`src/rtl/sound_sequencer.sv`:
```
// sound_sequencer: IDLE/RECORD/PLAY mode controller between the ADC front end, the shared
//   single-port sample RAM and the DAC driver; owns the sample timebase and RAM arbitration.
// Latency: requests change mode on the next edge; RAM write 1 cycle after adc_done; dac_data 2 cycles after tick.
// Backpressure: none; a sample tick that finds a conversion still pending is skipped and flags overrun.
//
// Ports:
//   clk, reset_n_clk            clock, asynchronous active-low reset
//   record_req/play_req/stop_req 1-cycle request pulses (stop > record > play)
//   adc_start/adc_done/adc_data  conversion handshake with the ADC interface
//   mem_addr/mem_we/mem_wdata/mem_rdata  single-port sample RAM (1-cycle synchronous read)
//   dac_data/dac_en             playback sample and unmute
//   mode/rec_length/overrun     status: 0 IDLE 1 RECORD 2 PLAY, stored length, sticky overrun
//
// Build option: define SOUND_SEQ_LOOP_PLAY_EN to loop playback until stop_req
// (default: one-shot, last sample held until the next tick, then IDLE).

module sound_sequencer #(
  parameter int SAMPLE_INTERVAL_CLK = 3000,
  parameter int ADDR_W              = 19,
  parameter int DATA_W              = 10
) (
  input  logic              clk,
  input  logic              reset_n_clk,
  input  logic              record_req,
  input  logic              play_req,
  input  logic              stop_req,
  output logic              adc_start,
  input  logic              adc_done,
  input  logic [DATA_W-1:0] adc_data,
  output logic [ADDR_W-1:0] mem_addr,
  output logic              mem_we,
  output logic [DATA_W-1:0] mem_wdata,
  input  logic [DATA_W-1:0] mem_rdata,
  output logic [DATA_W-1:0] dac_data,
  output logic              dac_en,
  output logic [1:0]        mode,
  output logic [ADDR_W-1:0] rec_length,
  output logic              overrun
);

  typedef enum logic [1:0] {
    MODE_IDLE   = 2'd0,
    MODE_RECORD = 2'd1,
    MODE_PLAY   = 2'd2
  } mode_e;

  localparam int CNT_W = (SAMPLE_INTERVAL_CLK > 1) ? $clog2(SAMPLE_INTERVAL_CLK) : 1;
  localparam logic [CNT_W-1:0]  CNT_LAST = CNT_W'(SAMPLE_INTERVAL_CLK - 1);
  localparam logic [ADDR_W-1:0] LEN_FULL = '1;   // capacity 2^ADDR_W-1 samples
  localparam logic [ADDR_W-1:0] ADDR_ONE = ADDR_W'(1);

  mode_e             mode_q, mode_d;
  logic [CNT_W-1:0]  tcnt_q, tcnt_d;
  logic              pending_q, pending_d;
  logic              overrun_q, overrun_d;
  logic              adc_start_q, adc_start_d;
  logic              mem_we_q, mem_we_d;
  logic              wr_commit_q, wr_commit_d;   // write in flight: bump wr_ptr/rec_length next edge
  logic [DATA_W-1:0] mem_wdata_q, mem_wdata_d;
  logic [ADDR_W-1:0] wr_ptr_q, wr_ptr_d;
  logic [ADDR_W-1:0] rec_length_q, rec_length_d;
  logic [ADDR_W-1:0] rd_ptr_q, rd_ptr_d;
  logic              rd_s1_q, rd_s1_d;           // address presented this cycle
  logic              rd_s2_q, rd_s2_d;           // RAM data valid this cycle
  logic              last_hold_q, last_hold_d;   // last sample on the DAC, leave at next tick
  logic [DATA_W-1:0] dac_data_q, dac_data_d;
  logic              dac_en_q, dac_en_d;
  logic              tick;
  logic              rd_last;

  // Tick fires on the edge where the timebase wraps N-1 -> 0.
  assign tick    = (mode_q != MODE_IDLE) && (tcnt_q == CNT_LAST);
  assign rd_last = (rd_ptr_q == (rec_length_q - ADDR_ONE));

  always_comb begin
    mode_d       = mode_q;
    tcnt_d       = '0;
    pending_d    = pending_q;
    overrun_d    = overrun_q;
    adc_start_d  = 1'b0;
    mem_we_d     = 1'b0;
    wr_commit_d  = 1'b0;
    mem_wdata_d  = mem_wdata_q;
    wr_ptr_d     = wr_ptr_q;
    rec_length_d = rec_length_q;
    rd_ptr_d     = rd_ptr_q;
    rd_s1_d      = 1'b0;
    rd_s2_d      = 1'b0;
    last_hold_d  = last_hold_q;
    dac_data_d   = dac_data_q;
    dac_en_d     = dac_en_q;

    if (mode_q != MODE_IDLE && !tick) begin
      tcnt_d = tcnt_q + CNT_W'(1);
    end

    // A write accepted on the previous edge completes even if the mode is left now.
    if (wr_commit_q) begin
      wr_ptr_d     = wr_ptr_q + ADDR_ONE;
      rec_length_d = rec_length_q + ADDR_ONE;
    end

    case (mode_q)
      MODE_IDLE: begin
        if (record_req) begin
          mode_d       = MODE_RECORD;
          tcnt_d       = '0;
          wr_ptr_d     = '0;
          rec_length_d = '0;
          overrun_d    = 1'b0;
          pending_d    = 1'b0;
        end else if (play_req && (rec_length_q != '0)) begin
          mode_d      = MODE_PLAY;
          tcnt_d      = '0;
          rd_ptr_d    = '0;
          last_hold_d = 1'b0;
          dac_data_d  = '0;
          dac_en_d    = 1'b1;
        end
      end

      MODE_RECORD: begin
        if (stop_req) begin
          // Any pending conversion is abandoned; its adc_done will be ignored.
          mode_d    = MODE_IDLE;
          pending_d = 1'b0;
        end else begin
          if (tick) begin
            if (pending_q) begin
              overrun_d = 1'b1;
            end else begin
              adc_start_d = 1'b1;
              pending_d   = 1'b1;
            end
          end
          if (adc_done && pending_q) begin
            mem_we_d    = 1'b1;
            mem_wdata_d = adc_data;
            wr_commit_d = 1'b1;
            pending_d   = 1'b0;
          end
          // Buffer full once this commit lands: stop without starting another conversion.
          if (wr_commit_q && ((rec_length_q + ADDR_ONE) == LEN_FULL)) begin
            mode_d      = MODE_IDLE;
            pending_d   = 1'b0;
            adc_start_d = 1'b0;
            mem_we_d    = 1'b0;
            wr_commit_d = 1'b0;
          end
        end
      end

      MODE_PLAY: begin
        if (tick && !last_hold_q) begin
          rd_s1_d = 1'b1;
        end
        rd_s2_d = rd_s1_q;
        if (rd_s2_q) begin
          dac_data_d = mem_rdata;
          if (rd_last) begin
`ifdef SOUND_SEQ_LOOP_PLAY_EN
            rd_ptr_d = '0;
`else
            rd_ptr_d    = rd_ptr_q + ADDR_ONE;
            last_hold_d = 1'b1;
`endif
          end else begin
            rd_ptr_d = rd_ptr_q + ADDR_ONE;
          end
        end
        if (stop_req || (tick && last_hold_q)) begin
          // Exit drops any read in flight and mutes the output on the same edge.
          mode_d      = MODE_IDLE;
          dac_en_d    = 1'b0;
          dac_data_d  = '0;
          rd_ptr_d    = '0;
          rd_s1_d     = 1'b0;
          rd_s2_d     = 1'b0;
          last_hold_d = 1'b0;
        end
      end

      default: begin
        mode_d = MODE_IDLE;
      end
    endcase
  end

  always_ff @(posedge clk or negedge reset_n_clk) begin
    if (!reset_n_clk) begin
      mode_q       <= MODE_IDLE;
      tcnt_q       <= '0;
      pending_q    <= 1'b0;
      overrun_q    <= 1'b0;
      adc_start_q  <= 1'b0;
      mem_we_q     <= 1'b0;
      wr_commit_q  <= 1'b0;
      mem_wdata_q  <= '0;
      wr_ptr_q     <= '0;
      rec_length_q <= '0;
      rd_ptr_q     <= '0;
      rd_s1_q      <= 1'b0;
      rd_s2_q      <= 1'b0;
      last_hold_q  <= 1'b0;
      dac_data_q   <= '0;
      dac_en_q     <= 1'b0;
    end else begin
      mode_q       <= mode_d;
      tcnt_q       <= tcnt_d;
      pending_q    <= pending_d;
      overrun_q    <= overrun_d;
      adc_start_q  <= adc_start_d;
      mem_we_q     <= mem_we_d;
      wr_commit_q  <= wr_commit_d;
      mem_wdata_q  <= mem_wdata_d;
      wr_ptr_q     <= wr_ptr_d;
      rec_length_q <= rec_length_d;
      rd_ptr_q     <= rd_ptr_d;
      rd_s1_q      <= rd_s1_d;
      rd_s2_q      <= rd_s2_d;
      last_hold_q  <= last_hold_d;
      dac_data_q   <= dac_data_d;
      dac_en_q     <= dac_en_d;
    end
  end

  assign adc_start  = adc_start_q;
  assign mem_addr   = (mode_q == MODE_RECORD) ? wr_ptr_q : rd_ptr_q;
  assign mem_we     = mem_we_q;
  assign mem_wdata  = mem_wdata_q;
  assign dac_data   = dac_data_q;
  assign dac_en     = dac_en_q;
  assign mode       = mode_q;
  assign rec_length = rec_length_q;
  assign overrun    = overrun_q;

endmodule

```
`config.mk`:
```
export PLATFORM = sky130hd
export DESIGN_NAME = sound_sequencer
export DESIGN_NICKNAME = d
export VERILOG_FILES = /design/src/rtl/sound_sequencer.sv
export SDC_FILE = /design/constraint.sdc
export NUM_CORES = 1
export LEC_CHECK = 0
export CORE_AREA = 2 2 90 157
export DETAILED_ROUTE_END_ITERATION = 7
export DIE_AREA = 0 0 92 159
export PLACE_DENSITY = 0.64
export REMOVE_ABC_BUFFERS = 1
export SLEW_MARGIN = 20
export SYNTH_ARGS = -nofsm -noshare
export SYNTH_HDL_FRONTEND = slang
export SYNTH_SLANG_ARGS = --single-unit
export TNS_END_PERCENT = 5
```
`constraint.sdc`:
```
create_clock -name clk -period 3.56 [get_ports clk]
set_input_delay 0.712 -clock clk [delete_from_list [all_inputs] [get_ports clk]]
set_output_delay 0.712 -clock clk [all_outputs]
set_load 0.05 [all_outputs]
```
Word-level counts from Yosys, hierarchy flattened
Index checks and enable logic that the tools add are counted.
Operators by class
  add/sub/neg operators: 5
  equal/unequal tests: 17
  mux-type cells: 61
  bitwise gates (word level): 1
  reduce and logical (&&, ||, !) cells: 22
Operators by type and width (number)
  $mux 19: 11
  $add 19x1->19 const B: 3
  $mux 12: 4
  $mux 10: 4
  $pmux 19 s2: 1
  $mux 1: 30
  $pmux 10 s2: 1
  $eq 19x19->1: 1
  $eq 19x19->1 const B: 1
  $reduce_bool 19->1: 1
  $sub 19x1->19 const B: 1
  $ne 2x2->1 const B: 7
  $add 12x1->12 const B: 1
  $eq 12x12->1 const B: 1
  $ne 3x3->1 const B: 4
  $mux 2: 5
  $reduce_and 5->1: 2
  $reduce_and 3->1: 3
  $pmux 1 s2: 4
  $reduce_and 4->1: 2
  $logic_and 1x1->1: 7
  $pmux 2 s3: 1
  $reduce_bool 2->1: 3
  $ne 5x5->1 const B: 1
  other kinds (6): 7
Storage, ports and cells
  bits in registers: 99
  input port bits: 26
  output and inout port bits: 64
  word-level logic and storage cells: 121

Depth between registers and ports, before layout
Gate-level depths: netlist of the first run.
  depth after elaboration: 8
  gate-level depth with buffers: 11

Least setup slack after synthesis of the first run
OpenSTA, ideal clock, no wires.
  path type: reg2reg
  from: reg rec_length_q[0] (netlist: rec_length[0])
  to: reg last_hold_q
  arrival: 3.100 ns
  path slack: 0.368 ns
  cell stages (with the launch flop): 10
  path through: dfrtp_1 clkbuf_1 inv_1 ha_1 nor4b_4 nand2_2 a221o_1 or4b_1 or4_1 o31ai_2
On the way
  word-level cells in the longest chain between the ends: 4
  elaborated cells on any way between the ends: 7
  those cells by class: 1 x add/sub; 3 x eq/ne; 3 x reduce/logical
Ends and longest elaborated chain
  start, declared: RTL line 61  | logic [ADDR_W-1:0] rec_length_q, rec_length_d;
  start signal, assigned: RTL line 217  | rec_length_q <= rec_length_d;
  $sub 19x1->19 or $reduce_bool 19->1 (tied branches): RTL line 73, 112
  $eq 19x19->1 or $logic_and 1x1->1 (tied branches): RTL line 73, 112
  $ne 3x3->1 (no source line) or $ne 2x2->1 (tied branches)
  $reduce_and 5->1 (no source line) *
  end signal, assigned: RTL line 221  | last_hold_q <= last_hold_d;
  end, declared: RTL line 65  | logic last_hold_q, last_hold_d;
Every way passes the cells marked *; elsewhere a longest branch is shown, timed or not.
A chain may end at the register's enable or synchronous reset.

Worst setup path after layout of the first run
  from: reg mode_q[1] (netlist: mode[1])
  to: out mem_addr[4]
On the way
  word-level cells in the longest chain between the ends: 2
Ends and longest elaborated chain
  start, declared: RTL line 52  | mode_e mode_q, mode_d;
  start signal, assigned: RTL line 208  | mode_q <= mode_d;
  $eq 2x1->1: RTL line 228  | assign mem_addr = (mode_q == MODE_RECORD) ? wr_ptr_q : rd_ptr_q;
  $mux 19: RTL line 228
  end, declared: RTL line 30  | output logic [ADDR_W-1:0] mem_addr,
No other way between the ends.

==> results of run 1 <==
## layer usage
layer	up-vias	GRT usage, %	wire [um]
met3	40	3.41	559
met5	-	0	0
met4	0	11.6	707
met1	2459	25.8	6170
met2	145	38.7	8170
li1	2441	-	-
## synthesized netlist by cell type, types with 5 or more instances
| cell type | n |
|---|---|
| dfrtp_1 | 99 |
| nor2_1 | 84 |
| nand2_1 | 58 |
| xnor2_1 | 40 |
| nand3_1 | 35 |
| xor2_1 | 31 |
| mux2_2 | 28 |
| clkbuf_1 | 27 |
| nor3_1 | 20 |
| o21ai_0 | 17 |
| nand4_1 | 16 |
| a21oi_1 | 14 |
| nor4_1 | 13 |
| inv_1 | 11 |
| and3_1 | 10 |
| or3_1 | 10 |
| and2_1 | 7 |
| o21ai_1 | 7 |
| a31oi_1 | 6 |
| buf_2 | 6 |
| ha_1 | 6 |
| or4_1 | 6 |
| and4_1 | 5 |
| mux2i_1 | 5 |
| nand2b_1 | 5 |
## cell usage in the layout (no fill, tap or decap), types with 4 or more instances in the layout
master and instances:
dfrtp_1 99, clkdlybuf4s50_1 88, nor2_1 84, nand2_1 58
xnor2_1 40, nand3_1 35, xor2_1 31, mux2_2 28
nor3_1 19, buf_4 18, nand4_1 16, o21ai_0 16
a21oi_1 14, nor4_1 13, inv_1 11, and3_1 10
or3_1 10, clkbuf_16 9, o21ai_1 8, and2_1 7
a31oi_1 6, or4_1 6, ha_1 6, and4_1 5
mux2i_1 5, nand2b_1 5, a21o_1 4, o31ai_1 4
a22oi_1 4, a211oi_1 4
## worst max-delay path by stage
stage	start	end	slack [ps]	cells after the start
floorplan	rec_length[9]	rd_ptr_q[17]	310	6
global placement	rec_length[1]	pending_q	440	8
detailed placement	rec_length[1]	last_hold_q	460	8
CTS	mode[1]	mem_addr[12]	340	5
global route	rec_length[1]	pending_q	240	8
finish	mode[1]	mem_addr[4]	370	5
## state kept, by name, indices dropped and copies added (netlist names)
signal,count
mode,2
rec_length,19
rd_s2_q,1
wr_commit_q,1
rd_ptr_q,19
dac_data,10
wr_ptr_q,19
mem_wdata,10
tcnt_q,12
overrun,1
pending_q,1
adc_start,1
dac_en,1
rd_s1_q,1
last_hold_q,1
## critical path, delay by kind of cell (launching register included)
family,cells,cell delay (ps)
buf+inv,3,1080
flops,1,540
mux,1,380
simple gates,1,110
## layout make-up
cell class              count  share of cell area, %
flip-flops and latches     99                   34.2
inverters                  12                  0.622
clock inverters             6                  0.829
well taps                 174                   3.00
clock buffers              10                   3.30
multi-input cells         493                   44.0
repair buffers            106                   14.0
## metrics by stage
| stage | total power [W] | instances |
|---|---|---|
| 3_3_place_gp | 0.00178 | 884 |
| 4_1_cts | 0.00279 | 900 |
| 5_1_grt | 0.00288 | 900 |
| 2_1_floorplan | 0.00158 | 604 |
| 6_report | 0.00275 | 900 |
| 3_5_place_dp | 0.00179 | 884 |
## power by group through the flow
stage | Sequential (W) | Clock, W | Combinational [W]
after floorplan | 0.00143 | 0 | 0.000147
after global placement | 0.00125 | 0 | 0.000529
after detailed placement | 0.00125 | 0 | 0.000538
after CTS | 0.00123 | 0.00102 | 0.000539
after global routing | 0.00124 | 0.00107 | 0.000566
final | 0.00123 | 0.000990 | 0.000531
## logic make-up after synthesis
family	count (synthesis)
compound gates	86
simple gates	297
flops	99
buf+inv	53
xor+xnor	71
fa+ha+maj	6
mux	33
==> impl_metrics.yaml, run 1 <==
synth:
  synth.distinct_cells: 72
  ys_warn_count: 0
  syn_area_per_cell_sq_um: 9.15
  muxShareOfSynthArea_pct: 6.19
  synth-compound-area-share_pct: 9.97
  synthCells: 645
  synth-xor-area-share_pct: 10.5
  synth_top_area_share_pct: 42.0
  synth_top_family_by_area: "simple AND/OR/NAND/NOR gates"
  synth_area_leaders: "dfrtp_1 (42%), xnor2_1 (5.9%), mux2_2 (5.3%), nor2_1 (5.3%), xor2_1 (4.6%)"
  ys.flop_type: "dfrtp_1"
  yosys.area.top_type: "dfrtp_1"
  ys_seq_area_share_pct: 42.0
  synth_fa_ha_area_share_pct: 1.27
  synth_area_sq_um: 5900
  synth-seq-cells: 99
  synth-simple-area-share_pct: 26.0
  synth-edff-count: 0
  async_flop_share_pct: 100
clocking:
  ctsRootBufferMaster: "clkbuf_16"
  worstSkewPairLatency_ps: 350
  cts.sinks: 99
  cts_setup_buffers: 0
  cts_buffers: 9
  clockBufferDepth: 2
  cts_resized: 0
  cts_tree: "yes"
  clkSlewWorstSetupHoldPaths_ps: 80
  htree_levels: 3
  hold_buffers: 0
sta:
  finClkSkew_ps: 9.91
  fin_crit_sh_pct: 89.7
  grt_setup_unrepaired: "false"
  finalMaxSlewViolations: 0
  finalCriticalPeriod_ps: 3190
  setup_viol: 0
  setup_slack_ps: 367
  whs_ps: 360
  max_slew_margin_pct: 40.0
  worst_pin_slew_ps: 877
  timing.fmax_mhz: 313
  hold_viol: 0
  finalSetupTns_ps: 0
routing:
  drtPass1Iterations: 7
  route.detailed.drc: 0
  drt-total-wl_mm: 15.6
  via_per_inst: 5.65
  wl_per_cell_um: 17.3
  drt_iter0_drc: 222
  postRouteAntennaNets: 0
  vias: 5085
layout:
  fillerInstances: 1217
  regArea_sq_um: 2480
  multi_input_area_sq_um: 3190
  stdcell_area_sq_um: 7250
  nets: 753
  drive_above_1_share_pct: 10.6
  antenna_cells: 0
  utilization_pct: 54.4
  area_delta_synth_final_pct: 22.8
worst_setup_path:
  ff2ff_setup_slack_ps: 430
  path_cells: "inv_2 > nand2_1 > buf_4 > mux2_2 > clkdlybuf4s50_1"
  slowest_stage: "clkdlybuf4s50_1"
  crit_arrival_ps: 2480
  timing.rr.end: "last_hold_q"
  cp-end-kind: "primary output"
  cp.required_ps: 2850
  start_kind: "flop"
  reg2reg_from: "rec_length[9]"
  setup.worst_path.class: "reg -> out"
  worstPathMaxFanout: 20
  reg2reg_depth: 6
  max_stage_delay_ps: 710
floorplanning:
  ios: 90
  rows: 56
  core_sq_um: 13300
  die_h_um: 159
  die_area_sq_um: 14600
  start_util_pct: 44.3
  die_width_um: 92
placed_design:
  portBuffers: 89
  place_hpwl_mm: 11.5
  postPlaceCellArea_sq_um: 6950
  place_congestion: 0.861
  pre_cts_ws_ps: 457
grt:
  gr-total-overflow: 0
  grt_pass1_wl_mm: 26.0
  grtUsageTotal_pct: 22.1
  antenna_found_initial: 0
  grt_max_degree: 47
  grt_pass1_vias: 5183
pwr:
  power.switching_w: 0.000857
  p_clk_share_pct: 36.0
  power_frac_seq_pct: 44.8
  swShare_pct: 31.1
  power.density_nw_per_um2: 380
  peakVddDrop_uv: 240
  p_int_w: 0.00190
  p_comb_share_pct: 19.3
  p_leak_nw: 3.08
status:
  status: "finished, final reports clean"
worst_hold_path:
  hold_path.class: "in -> async"
flow_run:
  cap_violations: 0
Note: power is estimated with default switching activity, not from simulation.
==> inputs of run 2 (changes only) <==
--- a/config.mk
+++ b/config.mk
@@ -5,9 +5,9 @@
 export SDC_FILE = /design/constraint.sdc
 export NUM_CORES = 1
 export LEC_CHECK = 0
-export CORE_AREA = 2 2 90 157
+export CORE_AREA = 3 3 91 158
 export DETAILED_ROUTE_END_ITERATION = 7
-export DIE_AREA = 0 0 92 159
+export DIE_AREA = 0 0 94 161
 export PLACE_DENSITY = 0.64
 export REMOVE_ABC_BUFFERS = 1
 export SLEW_MARGIN = 20
==> impl_metrics.yaml, run 2 (synthesis results as in run 1) <==
clocking:
  cts_setup_buffers: 0
  clkSlewWorstSetupHoldPaths_ps: 80
  worstSkewPairLatency_ps: 350
  cts_tree: "yes"
  hold_buffers: 0
  clockBufferDepth: 2
  ctsRootBufferMaster: "clkbuf_16"
  cts_resized: 0
  htree_levels: 3
  cts.sinks: 99
  cts_buffers: 9
worst_setup_path:
  worstPathMaxFanout: 20
  cp.required_ps: 2850
  start_kind: "flop"
  cp-end-kind: "primary output"
  crit_arrival_ps: 2490
  setup.worst_path.class: "reg -> out"
placed_design:
  place_congestion: 0.914
  place_hpwl_mm: 11.7
  portBuffers: 89
  postPlaceCellArea_sq_um: 6940
grt:
  grtUsageTotal_pct: 21.9
  gr-total-overflow: 0
  met3_usage_pct: 3.22
  grt_pass1_vias: 5178
  grt_util_met1_pct: 24.7
  grt_pass1_wl_mm: 26.2
  use_met2_pct: 38.7
  antenna_found_initial: 0
  grt_max_degree: 79
  busiest_layer: "met2"
floorplanning:
  die_width_um: 94
  core_sq_um: 13300
  rows: 56
  ios: 90
  die_h_um: 161
  start_util_pct: 44.3
  die_area_sq_um: 15100
layout:
  fillerInstances: 1222
  antenna_cells: 0
  layout_commonest_cell: "dfrtp_1"
  stdcell_area_sq_um: 7250
  final_cell_mix: "dfrtp_1 (99), clkdlybuf4s50_1 (88), nor2_1 (84), nand2_1 (58), xnor2_1 (40)"
  nets: 752
  drive_above_1_share_pct: 10.5
  area_delta_synth_final_pct: 22.8
worst_hold_path:
  hold_path.class: "in -> async"
sta:
  fin_crit_sh_pct: 90.0
  max_slew_margin_pct: 33.3
  finalCriticalPeriod_ps: 3200
  finClkSkew_ps: 9.19
  hold_viol: 0
  finalSetupTns_ps: 0
  timing.fmax_mhz: 312
  worst_pin_slew_ps: 997
  setup_viol: 0
  finalMaxSlewViolations: 0
  grt_setup_unrepaired: "false"
routing:
  wl_per_cell_um: 17.8
  vias: 5164
  drt-total-wl_mm: 16.0
  route.detailed.drc: 0
  postRouteAntennaNets: 0
  via_per_inst: 5.74
  drt_iter0_drc: 225
  drtPass1Iterations: 6
pwr:
  p_leak_nw: 3.07
  peakVddDrop_uv: 248
  power.density_nw_per_um2: 381
flow_run:
  cap_violations: 0
status:
  status: "finished, final reports clean"
==> run 2: cell types whose count changed in the layout (fill, tap and decap cells not counted), sizes merged <==
cell,change
clkinvlp,+1
clkinv,+1
inv,-2
buf,-1
==> run 2: critical path: stages (launching register included) <==
cell	delay (ps)
dfrtp_1	540
inv_2	90
nand2_1	120
buf_4	280
mux2_2	390
clkdlybuf4s50_1	700
==> run 2: cell type report <==
type,count,area [sq um],area share [%]
well taps,174,218,3.00
repair buffers,105,1010,14.0
clock buffers,10,239,3.30
multi-input cells,493,3190,44.0
clock inverters,6,63.8,0.881
inverters,12,45.0,0.622
flip-flops and latches,99,2480,34.2
==> run 2: per-layer routing <==
layer	vias to the layer above	wire (um)	part of all wire (%)
met5	-	0	0
met3	46	690	4.3
met1	2514	6030	38
met4	0	805	5.0
li1	2432	-	-
met2	172	8460	53
==> run 2: worst paths after layout <==
| path | startpoint | end | slack (ps) | cells after the start |
|---|---|---|---|---|
| max | mode[1] | mem_addr[9] | 360 | 5 |
| max in group asynchronous | reset_n_clk | dac_data[7] | 2490 | 2 |
| min reg2reg | tcnt_q[0] | tcnt_q[0] | 470 | 1 |
| max reg2reg | rec_length[8] | rd_ptr_q[17] | 370 | 8 |
| min | reset_n_clk | rec_length[2] | 390 | 1 |
| min in group clk | tcnt_q[0] | tcnt_q[0] | 470 | 1 |
==> run 2: where the power goes <==
part / internal (W) / total [W] / switching [W]
sequential: 0.00119 / 0.00123 / 0.0000467
clock: 0.000515 / 0.000995 / 0.000480
combinational: 0.000194 / 0.000531 / 0.000338
total: 0.00190 / 0.00276 / 0.000865
==> run 2: through the flow <==
step	setup slack (ps)	power [W]	hold slack, ps	std cells	utilization [%]
after CTS	348	0.00280	465	899	54.4
final	355	0.00276	388	899	54.4
after global routing	229	0.00288	466	899	54.4
after floorplan	307	0.00158	416	604	-
after detailed placement	371	0.00179	447	883	52.1
after global placement	484	0.00178	446	883	52.1
==> inputs of run 3 (changes only) <==
--- a/config.mk
+++ b/config.mk
@@ -8,7 +8,7 @@
 export CORE_AREA = 3 3 91 158
 export DETAILED_ROUTE_END_ITERATION = 7
 export DIE_AREA = 0 0 94 161
-export PLACE_DENSITY = 0.64
+export PLACE_DENSITY = 0.67
 export REMOVE_ABC_BUFFERS = 1
 export SLEW_MARGIN = 20
 export SYNTH_ARGS = -nofsm -noshare
==> constraint.sdc (replaced) <==
create_clock -name clk -period 2.9 [get_ports clk]
set_input_delay 0.58 -clock clk [delete_from_list [all_inputs] [get_ports clk]]
set_output_delay 0.58 -clock clk [all_outputs]
set_load 0.05 [all_outputs]
==> impl_metrics.yaml, run 3 (synthesis results as in run 1) <==
status:
  status: "finished, final reports clean"
routing:
  via_per_inst: 5.68
  drt-total-wl_mm: 15.9
  drtPass1Iterations: 4
  drt_iter0_drc: 339
  route.detailed.drc: 0
  vias: 5241
  postRouteAntennaNets: 0
  wl_per_cell_um: 17.2
worst_hold_path:
  hold_path.class: "in -> async"
floorplanning:
  core_sq_um: 13300
  start_util_pct: 44.3
  die_h_um: 161
  ios: 90
  rows: 56
  die_area_sq_um: 15100
  die_width_um: 94
pwr:
  power.density_nw_per_um2: 455
  total_power_w: 0.00338
  p_leak_nw: 3.25
  peakVddDrop_uv: 317
sta:
  finalCriticalPeriod_ps: 2800
  timing.fmax_mhz: 357
  worst_pin_slew_ps: 839
  finalSetupTns_ps: 0
  hold_viol: 0
  setup_viol: 0
  grt_setup_unrepaired: "false"
  max_slew_margin_pct: 43.7
  finClkSkew_ps: 10.8
  finalMaxSlewViolations: 0
  whs_ps: 280
  fin_crit_sh_pct: 96.5
layout:
  nets: 776
  utilization_pct: 55.7
  drive_above_1_share_pct: 16.4
  antenna_cells: 0
  area_delta_synth_final_pct: 25.7
  final_cell_mix: "dfrtp_1 (99), nor2_1 (83), clkdlybuf4s50_1 (69), nand2_1 (58), buf_4 (57)"
  layout_commonest_cell: "dfrtp_1"
worst_setup_path:
  worstPathMaxFanout: 2
  path_buf_inv: 0
  cpMostUsedCell: "or4_4"
  setup.worst_path.class: "reg -> reg"
  slowest_stage: "or4_4"
  path_delay_family: "simple AND/OR/NAND/NOR gates"
  crit_arrival_ps: 3050
  cp.depth: 6
  cp.required_ps: 3160
  start_kind: "flop"
  cp-end-kind: "flop"
  max_stage_delay_ps: 540
  ff2ff_setup_slack_ps: 100
  reg2reg_depth: 6
  path_cells: "or4_4 > or4_4 > mux2i_1 > or4b_4 > or4_4 > o31ai_2"
grt:
  grt_pass1_wl_mm: 25.8
  gr-total-overflow: 0
  grtUsageTotal_pct: 21.3
  grt_max_degree: 54
  grt_pass1_vias: 5221
  antenna_found_initial: 0
clocking:
  clockBufferDepth: 2
  cts_buffers: 9
  cts_tree: "yes"
  ctsRootBufferMaster: "clkbuf_16"
  worstSkewPairLatency_ps: 350
  cts.sinks: 99
  htree_levels: 3
  clkSlewWorstSetupHoldPaths_ps: 70
  hold_buffers: 0
placed_design:
  place_congestion: 0.946
  place_hpwl_mm: 11.7
  portBuffers: 89
flow_run:
  cap_violations: 0
-- run 3: repair_timing --
item | CTS | global route
setup buffers | 1 | 2
resized for setup | 3 | 2
endpoints found under the setup margin | 1 | 11
hold endpoints to repair | 0 | 0
pin swaps | 5 | 2
-- run 3: cell type report --
cell class / instances / area, sq um
Tap cell: 174 / 218
Timing Repair Buffer: 129 / 1170
Multi-Input combinational cell: 493 / 3210
Fill cell: 1233 / 5900
Sequential cell: 99 / 2480
Inverter: 12 / 45.0
Clock buffer: 10 / 239
Clock inverter: 6 / 55.1
-- run 3: worst register-to-register path: stages, from the launching register on --
cell	delay, ps
dfrtp_1	380
or4_4	540
or4_4	510
mux2i_1	140
or4b_4	520
or4_4	440
o31ai_2	190
-- run 3: power breakdown --
group / total, W / leakage (nW) / internal [W] / switching (W)
Combinational: 0.000661 / 1.74 / 0.000242 / 0.000419
Clock: 0.00120 / 0.146 / 0.000624 / 0.000576
Sequential: 0.00152 / 1.37 / 0.00146 / 0.0000588
Total: 0.00338 / 3.25 / 0.00232 / 0.00105
-- run 3: final timing paths --
check / startpoint / to
max: rec_length[11] / last_hold_q
max in group asynchronous: reset_n_clk / rd_ptr_q[18]
max reg2reg: rec_length[11] / last_hold_q
min reg2reg: tcnt_q[0] / tcnt_q[0]
min: reset_n_clk / rec_length[0]
min in group clk: tcnt_q[0] / tcnt_q[0]
-- run 3: stage by stage --
step           cell area, sq um  worst slack, ps  cells
3_3_place_gp               7080            -35.2    904
4_1_cts                    7390            -3.73    921
3_5_place_dp               7080             -131    904
2_1_floorplan              5710             -353    604
6_report                   7420              103    923
5_1_grt                    7420             31.1    923
-- run 3: metal layers --
metal / global-route usage (%) / part of all wire, %
met1: 24.0 / 38
met2: 38.6 / 54
met3: 3.96 / 4.1
met4: 9.01 / 3.5
met5: 0 / 0
==> RTL change (settings of run 3) <==
Set the parameter `DATA_W` to 20 (it was 10).
--- a/src/rtl/sound_sequencer.sv
+++ b/src/rtl/sound_sequencer.sv
@@ -19,3 +19,3 @@
   parameter int ADDR_W              = 19,
-  parameter int DATA_W              = 10
+  parameter int DATA_W              = 20
 ) (
Ports: changed (resized adc_data, dac_data, mem_rdata and mem_wdata); port bits go from 90 to 130. The function was not compared with the original's and may differ.
==> RTL change against run 3 <==
- design area rose by 17%
- via count increased by 8.9%
- routed wire length increased by 15%
- global-route usage increased by 3.7 points
- sequential cell count up 20
- area after synthesis grew 9.4%
- final cell count is 10% higher
- worst setup slack got worse by 0.021 ns
Power is not compared: it rests on default switching activity, and its combinational part moved more than twofold at a synthesized area within 25%.
==> RTL change: results (changes against run 3) <==
status = finished clean
family with the most delay on the worst path = simple AND/OR/NAND/NOR gates
Pleak = 3.908 nW
DRT Pass-1 Iters = 5 (+1)
Post-synth ARST share = 100.0% (unchanged)
first-pass GRT wire length = 29.70 mm (+15%)
Worst Path Max Fanout = 9 (+7)
post-synthesis compound-gate area fraction = 7.445% (-2.5 points)
clock buffer depth = 2 (unchanged)
arrival time worst endpoint = 3.12 ns (+0.07 ns)
total CTS buffers = 17 (+8)
setup bufs post-CTS = 0 (-1)
Worst-Margin Slew = 0.8439 ns (+0.004696 ns)
Synth Area in XOR/XNOR = 10.31% (-0.22 points)
Max IR drop VDD = 545.5 uV
clk_lat worst skew = 0.41 ns (+0.06 ns)
Final Skew = 0.007179 ns (-0.003665 ns)
DRT Wirelength = 18.36 mm (+15%)
gr usage total = 25.05% (+3.7 points)
syn avg cell area = 9.353 sq um (+2.2%)
initial drt markers = 284 (-16%)
post-synthesis mux area share = 7.270% (+1.1 points)
Root Buffer = clkbuf_16
commonest cells in the netlist = 119 x dfrtp_1, 85 x nand2_1, 82 x nor2_1, 46 x nand3_1, 44 x xor2_1
switching share of power = 32.33%
reg2reg end = rd_ptr_q[7]$_DFFE_PN0P_
number of global-route vias before repair = 6,057 (+16%)
initial antenna violation count = 0 (unchanged)
Post-Layout Cell Count = 1,016 (+10%)
Worst-path clk slew = 0.06 ns
R2R Path Start = rec_length[4]$_DFF_PN0_
Post-DP HPWL = 13.50 mm (+15%)
Via-to-Cell Ratio = 5.618 (-1.1%)
DP Worst Slack = 0.03878 ns (+0.1694 ns)
layout cells sized above 1 = 16.27% (-0.15 points)
Hold WS = 0.1892 ns (-0.09035 ns)
R2R setup slack = 0.08 ns (-0.02 ns)
number of port buffers = 129 (+45%)
largest cells by area after synthesis = dfrtp_1 46%, mux2_2 6.6%, xor2_1 6.0%
NumNets Final = 881 (+14%)
antenna cells = 0 (unchanged)
H-tree lvl count = 4 (+1)
CP peak stage delay = 0.58 ns (+0.04 ns)
Syn. warnings = 0 (unchanged)
Worst path slowest cell = or4_1
Register-to-Register Path Depth = 7 (+1)
Post-Synth Adder-Cell Area = 1.163% (-0.11 points)
final RePlAce weighted congestion = 0.8873 (-6.2%)
sequential-to-total area share from yosys stat = 46.14% (+4.2 points)
worst hold path class = primary input to async pin
largest net degree at the start of global routing = 48 (-11%)
post-synth cell types = 57 (-21%)
placed instance count = 984 (+8.8%)
[RTL change: cell types whose count changed in the layout (fill, tap and decap cells not counted), sizes merged, moves of 4 or more]
cell                  run 3  this run
nor3                     22        13
nor4                     14         7
clkbuf                   10        19
nand3                    35        48
mux2                     28        39
xor2                     31        44
a22oi                     4         0
xnor2                    40        32
nand2                    59        86
nand4b                    0         6
dfrtp                    99       119
clkdlybuf4s50            69       109
[RTL change: worst max-delay path by stage]
stage,start,to,slack (ns),depth (start not counted)
global route,rec_length[4]$_DFF_PN0_,dac_data[15]$_DFFE_PN0P_,0.01,7
floorplan,rec_length[4]$_DFF_PN0_,rd_ptr_q[17]$_DFFE_PN0P_,-0.40,7
CTS,rec_length[4]$_DFF_PN0_,rd_ptr_q[7]$_DFFE_PN0P_,0.004,7
finish,rec_length[4]$_DFF_PN0_,rd_ptr_q[7]$_DFFE_PN0P_,0.08,7
global placement,rec_length[4]$_DFF_PN0_,dac_data[0]$_DFFE_PN0P_,0.07,7
detailed placement,rec_length[4]$_DFF_PN0_,dac_data[0]$_DFFE_PN0P_,0.04,7
[RTL change: routing by layer]
layer | vias to the layer above | track usage (%) | share of wire, %
li1 | 2649 | - | -
met1 | 2809 | 26.06 | 36
met2 | 204 | 45.94 | 55
met3 | 46 | 5.918 | 5.6
met4 | 0 | 12.16 | 3.7
met5 | - | 0 | 0
[RTL change: what timing repair did]
item / CTS / global route
hold endpoints to repair: 0 / 0
endpoints found under the setup margin: 0 / 30
resized for setup: 0 / 2
[RTL change: metrics by stage]
step	area, sq um	setup TNS, ns
2_1_floorplan	6237	-11.46
3_3_place_gp	8015	0
3_5_place_dp	8015	0
4_1_cts	8638	0
5_1_grt	8642	0
6_report	8642	0
[RTL change: cell type report]
| class | count | area (sq um) |
|---|---|---|
| Fill cell | 1109 | 4671 |
| Multi-Input combinational cell | 509 | 3203 |
| Sequential cell | 119 | 2978 |
| Timing Repair Buffer | 166 | 1560 |
| Clock buffer | 19 | 452.9 |
| Tap cell | 174 | 217.7 |
| Clock inverter | 13 | 170.2 |
| Inverter | 16 | 60.06 |
[RTL change: power groups by stage]
stage          Sequential (mW)  Clock [mW]  Combinational [mW]
2_1_floorplan             2.50           0               0.294
3_3_place_gp              1.97           0                1.35
3_5_place_dp              1.97           0                1.37
4_1_cts                   1.95        2.23                1.38
5_1_grt                   1.97        2.30                1.43
6_report                  1.95        2.20                1.36
[RTL change: kinds of logic after synthesis]
family,after synthesis
xor+xnor,76
simple gates,310
compound gates,75
fa+ha+maj,6
flops,119
buf+inv,62
mux,42
